$ cat src/rtl/serial_sub3.sv
// serial_sub3: bit-serial subtractor x - y, LSB first, with valid/ready handshakes on both sides
module serial_sub3 #(
  parameter int W = 3
) (
  input  logic         clk,
  input  logic         rst,
  input  logic         in_valid,
  output logic         in_ready,
  input  logic [W-1:0] x,
  input  logic [W-1:0] y,
  output logic         out_valid,
  input  logic         out_ready,
  output logic [W-1:0] diff,
  output logic         bout,
  output logic         ovf
);
  localparam int CW = (W > 2) ? $clog2(W) : 1;
  localparam logic [1:0] IDLE  = 2'd0;
  localparam logic [1:0] SHIFT = 2'd1;
  localparam logic [1:0] DONE  = 2'd2;
  logic [1:0]    state;
  logic [W-1:0]  a_sr, b_sr, res;
  logic [CW-1:0] cnt;
  logic          borrow, sx, sy, d;
  assign d = a_sr[0] ^ b_sr[0] ^ borrow;
  // capture operands, then ripple one difference bit and the borrow per edge until W bits are done
  always_ff @(posedge clk) begin
    if (rst) begin
      state  <= IDLE;
      cnt    <= '0;
      borrow <= 1'b0;
      res    <= '0;
      a_sr   <= '0;
      b_sr   <= '0;
      sx     <= 1'b0;
      sy     <= 1'b0;
    end else if (state == IDLE) begin
      if (in_valid) begin
        a_sr   <= x;
        b_sr   <= y;
        sx     <= x[W-1];
        sy     <= y[W-1];
        borrow <= 1'b0;
        res    <= '0;
        cnt    <= '0;
        state  <= SHIFT;
      end
    end else if (state == SHIFT) begin
      borrow <= (~a_sr[0] & b_sr[0]) | (~(a_sr[0] ^ b_sr[0]) & borrow);
      res    <= {d, res[W-1:1]};
      a_sr   <= a_sr >> 1;
      b_sr   <= b_sr >> 1;
      cnt    <= cnt + 1'b1;
      state  <= (cnt == CW'(W - 1)) ? DONE : SHIFT;
    end else begin
      state <= out_ready ? IDLE : state;
    end
  end
  // outputs decode only registered state, so no input reaches an output combinationally
  always_comb begin
    in_ready  = (state == IDLE);
    out_valid = (state == DONE);
    diff      = res;
    bout      = borrow;
    ovf       = out_valid & (sx ^ sy) & (res[W-1] ^ sx);
  end
endmodule

$ cat config.mk
export PLATFORM = sky130hd
export DESIGN_NAME = serial_sub3
export DESIGN_NICKNAME = d
export VERILOG_FILES = /design/src/rtl/serial_sub3.sv
export SDC_FILE = /design/constraint.sdc
export NUM_CORES = 1
export LEC_CHECK = 0
export ABC_AREA = 1
export BUFFER_PORTS_ARGS = -buffer_cell sky130_fd_sc_hd__buf_2
export CAP_MARGIN = 10
export CORE_AREA = 4 4 47 49
export DETAILED_ROUTE_END_ITERATION = 8
export DIE_AREA = 0 0 51 53
export GPL_TIMING_DRIVEN = 0
export PLACE_DENSITY_LB_ADDON = 0.3
export REMOVE_ABC_BUFFERS = 1
export SLEW_MARGIN = 20
export SYNTH_ARGS = -nofsm -noshare
export SYNTH_HDL_FRONTEND = slang
export SYNTH_SLANG_ARGS = --single-unit
$ cat constraint.sdc
create_clock -name clk -period 1.1 [get_ports clk]
set_input_delay 0.055 -clock clk [delete_from_list [all_inputs] [get_ports clk]]
set_output_delay 0.055 -clock clk [all_outputs]
set_load 0.02 [all_outputs]
* After elaboration in Yosys (flattened, before gate mapping)
Cells that the tools add are included.
** Word-level totals
- Register bits :: 16
- Input bits :: 10
- Output and inout port bits :: 7
** Cells by class
- Bitwise gates (word level) :: 11
- Multiplexer cells :: 20
- Reductions and logical operators :: 6
- Add/subtract/negate cells :: 1
- Equal/unequal tests :: 4
** Operator list (number)
- $mux 3 :: 9
- $mux 2 :: 8
- $reduce_and 2->1 :: 3
- $and 1x1->1 :: 4
- $eq 2x2->1 const B :: 2
- $xor 1x1->1 :: 4
- $mux 1 :: 3
- $reduce_bool 3->1 :: 1
- $add 2x1->2 const B :: 1
- $eq 2x1->1 const B :: 1
- $logic_not 2->1 :: 1
- $ne 2x2->1 const B :: 1
- $not 1->1 :: 2
- $reduce_bool 2->1 :: 1
- $or 1x1->1 :: 1

* Longest topological paths before layout
- Depth after elaboration :: 6
- Gate-level depth with buffers :: 7
- Mapped depth without buffers :: 7

* Worst setup path after synthesis
Ideal clock, no wire load.
- Path kind :: reg2reg
- From :: reg borrow, in the netlist bout
- To :: reg res[2], in the netlist diff[2]
- Buffers on the path :: 0
- Slack :: -113 ps
- Setup time :: 136 ps
- Period minus slack after synthesis :: 1213 ps
- Arrival :: 1077 ps
- Stages on the path, launching flop included :: 5
- Path through :: dfxtp_1 -> fa_1 -> inv_1 -> nand2_1 -> a21oi_2
** On the way
- Word-level cells in the longest chain between the ends :: 3
** RTL lines
- start, declared :: RTL line 24 : logic borrow, sx, sy, d;
- start signal, assigned :: RTL line 49 : borrow <= (~a_sr[0] & b_sr[0]) | (~(a_sr[0] ^ b_sr[0]) & borrow);
- $xor 1x1->1 :: RTL line 25 : assign d = a_sr[0] ^ b_sr[0] ^ borrow;
- $mux 3 :: RTL line 48 : end else if (state == SHIFT) begin
- $mux 3 :: RTL line 37 : end else if (state == IDLE) begin
- end signal, assigned :: RTL line 50 : res <= {d, res[W-1:1]};
- end, declared :: RTL line 22 : logic [W-1:0] a_sr, b_sr, res;
No other way between the ends. The select of a mux whose other input is x is not followed.
A chain may end at the register's enable or synchronous reset.

* Worst setup path in the final report
- From :: reg state[0]
- To :: out ovf
** On the way
- Word-level cells in the longest chain between the ends :: 3
** RTL lines
- start, declared :: RTL line 21 : logic [1:0] state;
- start signal, assigned :: RTL line 54 : state <= (cnt == CW'(W - 1)) ? DONE : SHIFT;
- start signal, assigned :: RTL line 56 : state <= out_ready ? IDLE : state;
- $eq 2x2->1 :: RTL line 62 : out_valid = (state == DONE);
- $and 1x1->1 (2 in series) :: RTL line 65 : ovf = out_valid & (sx ^ sy) & (res[W-1] ^ sx);
- end, declared :: RTL line 15 : output logic ovf
No other way between the ends.

==> summary.md <==
During placement, the flow inserted port buffers numbering 16. The number of flops mapped to enable cells by yosys is 0, and the area fraction of the dominant cell type after synthesis is 40.19%. Summed over all layers, the global routing overflow is 0. The number of synthesized register bits is 16, and the final hold violation count is 0. The switching power is 352.8 uW, and the post-placement cell area is 877.1 um^2. Clock-pin slew was measured on the worst setup and hold paths at 90 ps. In this run, CTS created clock tree buffers numbering 3.

The core region is 1862 um^2. In this run, the clock network consumes 24.8% of the power. The power after layout is 1.208 mW, and the number of hold buffers added after CTS is 0.

The tools report the post-route antenna net violation count as 0. At the end of routability-driven placement, the weighted congestion stood at 0.6892. Setup repair after global routing could not meet its margin everywhere. No sink is reached through more buffers than the 2 on the longest clock path.

Compared with the post-synthesis result, the final layout area differs by 28.41%. The startpoint identified for the worst hold timing path is out_ready. Counting instances in the post-synthesis netlist gives the leading cell types as nand2_1 (32), dfxtp_1 (16), inv_1 (14). In this run the critical register-to-register path is captured at diff[2]. The logs give 16 for the count of unique library cells instantiated by Yosys and 2703 um^2 for the die outline area. The minimum setup slack in the final design is -43.13 ps.

The depth of the CTS H-tree is 1, and the switching fraction of total power is 29.21%. The die is 51 um wide. Total via count after detailed routing: 745. After the first detailed-routing iteration, the DRC count stood at 14. The overall global routing resource usage was 13.89%. The biggest area contributor in the post-synthesis netlist is dfxtp_1. The number of nets at the end of the flow is 147.

The via count of the first global-routing pass was 694; the effective utilization at floorplan was 42.81%. Detailed-route wire length per cell: 10.24 um. The number of antenna diodes in the final layout is 0. The initialized floorplan defines 16 standard-cell rows.

The first global-routing pass estimated 2753 um of wire. The run gives 4 as the number of detailed-routing iterations run before antenna repair. The part of the total power dissipated in sequential elements was 53.5%; the pin count of the biggest net entering global routing was 17.

The class of the tightest hold or removal check was input port to flop. STA classifies the critical path startpoint as a flop. Setup violations remaining at the end of the flow were counted as 6. Max-cap violations in this run came to 0. Total standard cell area after synthesis: 797.0 um^2. The worst-case headroom to the max-slew limit was 69.36%.

The later pin in the worst-skew pair is clocked with a latency of 280 ps. The most critical setup path has its startpoint at state[0]. The checks that failed: negative setup slack. The routed design could run at a clock period as short as 1143 ps. Yosys printed 0 warnings.

Summed over all cells, the static leakage comes to 0.4835 nW. For the relative contribution of combinational cells to total power, the log shows 21.7%. Adding up every negative setup slack in the final design gives -101.4 ps. The most used flip-flop cell after synthesis is dfxtp_1. In this run the worst path has a maximum fanout of 6. After synthesis, the cell types taking the most area are dfxtp_1 (40%), nand2_1 (15%), inv_1 (6.6%).

STA classifies the critical path endpoint as an output port. The cell depth of the worst min-delay path came out at 4. The tools report the number of antenna violations at the first check in global routing as 0. The cell count after synthesis came out at 108. The path type of the worst setup path is flop to output port.

Data arrives at the worst endpoint at 1090 ps. The run finished, with violations left. The critical register-to-register path startpoint is a_sr[0].

The actual slew at the worst max-slew pin was 459.3 ps; the cell-internal power was 854.9 uW. The CTS root buffer is clkbuf_4. TritonCTS built the clock tree. The via count normalized by instance count works out to 4.656.

Clock tree synthesis found a total of 16 sinks. The run gives 147 as the number of instances in the placed design. Number of cells in the finished layout apart from fillers: 160. Power per cell area: 1180 nW/um^2.

The final layout contains routed wiring with a total length of 1639 um. Hold timing on the final database bottoms out at a slack of 30.37 ps. Of the synthesized area, sequential elements account for 40.19%. For the worst flop-to-flop path, the logic depth is 5. The final critical path takes up 103.9% of the cycle.

The tools report the worst vdd rail ir drop as 0.0005859 V. In this run the register-to-register setup slack is -30 ps. The tools report the number of ports placed on the die boundary as 17. The worst hold path terminates at state[1]. The sum of net half-perimeters after detailed placement came out at 1075 um. After detailed routing, the number of remaining DRC violations is 0. The die is 53 um tall. In the synthesized netlist the async set-or-reset flop fraction comes to 0%. The highest achievable clock rate was 874.8 MHz; the mean cell area of the mapped netlist was 7.380 um^2.

With fillers left out, the area of the finished cells amounts to 1023 um^2. The tools report the required time of the critical path as 1040 ps. The run gives 0 as the number of max-slew violations in the final report. The share of post-route cells with drive strength above 1 is 42.11%.

Most frequent cell after synthesis: nand2_1. Across the routed clock network, the largest skew measured is 6.928 ps.
-- final cells by class --
type,count,area [um^2]
fillers,185,838.3
clock buffers,3,22.52
inverters,14,55.05
flip-flops and latches,16,331.6
repair buffers,25,162.7
multi-input cells,75,417.9
well taps,27,33.78
-- critical path: stages (launching register included) --
cell	delay, ps
dfxtp_4	390
inv_4	60
nand2_2	40
inv_2	60
nand2_2	40
nor2_1	80
buf_4	140
-- sequential cells by signal, summed over array words and instances, names as in the netlist --
register and count:
sx 1, cnt 2, diff 3, a_sr 3, state 2, bout 1, b_sr 3, sy 1
-- how the worst max path moves through the flow --
| stage | cells past startpoint | end | slack [ps] |
|---|---|---|---|
| floorplan | 4 | diff[2] | -100 |
| global placement | 4 | a_sr[1] | -100 |
| detailed placement | 4 | b_sr[0] | -120 |
| CTS | 6 | ovf | -60 |
| global route | 6 | ovf | -110 |
| finish | 6 | ovf | -40 |
-- per-stage QoR --
stage / setup WS [ps] / utilization, %
final: -43.13 / 54.97
after global routing: -110.6 / 54.97
after global placement: -98.79 / 47.11
after floorplan: -101.9 / -
after CTS: -63.25 / 52.28
after detailed placement: -123.8 / 47.11
-- power by group through the flow --
stage | clock [mW] | combinational, mW | sequential, mW
6_report | 0.299 | 0.263 | 0.646
5_1_grt | 0.336 | 0.299 | 0.653
4_1_cts | 0.318 | 0.240 | 0.644
3_5_place_dp | 0 | 0.209 | 0.661
3_3_place_gp | 0 | 0.205 | 0.660
2_1_floorplan | 0 | 0.144 | 0.661
-- cells by family (layout without fill, tap and decap cells) --
kind of cell / after synthesis / after routing / share of synthesized area [%]
compound gates: 18 / 19 / 15.38
fa+ha+maj: 2 / 2 / 4.081
buf+inv: 18 / 42 / 10.83
flops: 16 / 16 / 40.19
simple gates: 54 / 54 / 29.51
-- routing by layer --
layer	global-route usage [%]	vias to the layer above	part of all wire, %	routed length [um]
met3	3.944	4	5.0	82
met5	0	-	0	0
met4	8.072	0	0.79	13
li1	-	386	-	-
met2	23.82	23	52	846
met1	15.24	332	43	697
-- cells in the final DEF, fill, tap and decap left out, drive strengths merged --
master / count
o21bai: 2
ha: 1
dfxtp: 16
o21ai: 6
nor2: 13
clkbuf: 3
buf: 25
fa: 1
nand2: 37
inv: 14
a21oi: 11
nand3: 4
-- repair_timing --
| item | 4_1_cts | 5_1_grt |
|---|---|---|
| buffers inserted | 7 | 2 |
| resized for setup | 15 | 8 |
| endpoints found under the setup margin | 17 | 13 |
| pin swaps | 3 | 9 |
| gates cloned | 0 | 1 |
Note: power is estimated with default switching activity, not from simulation.
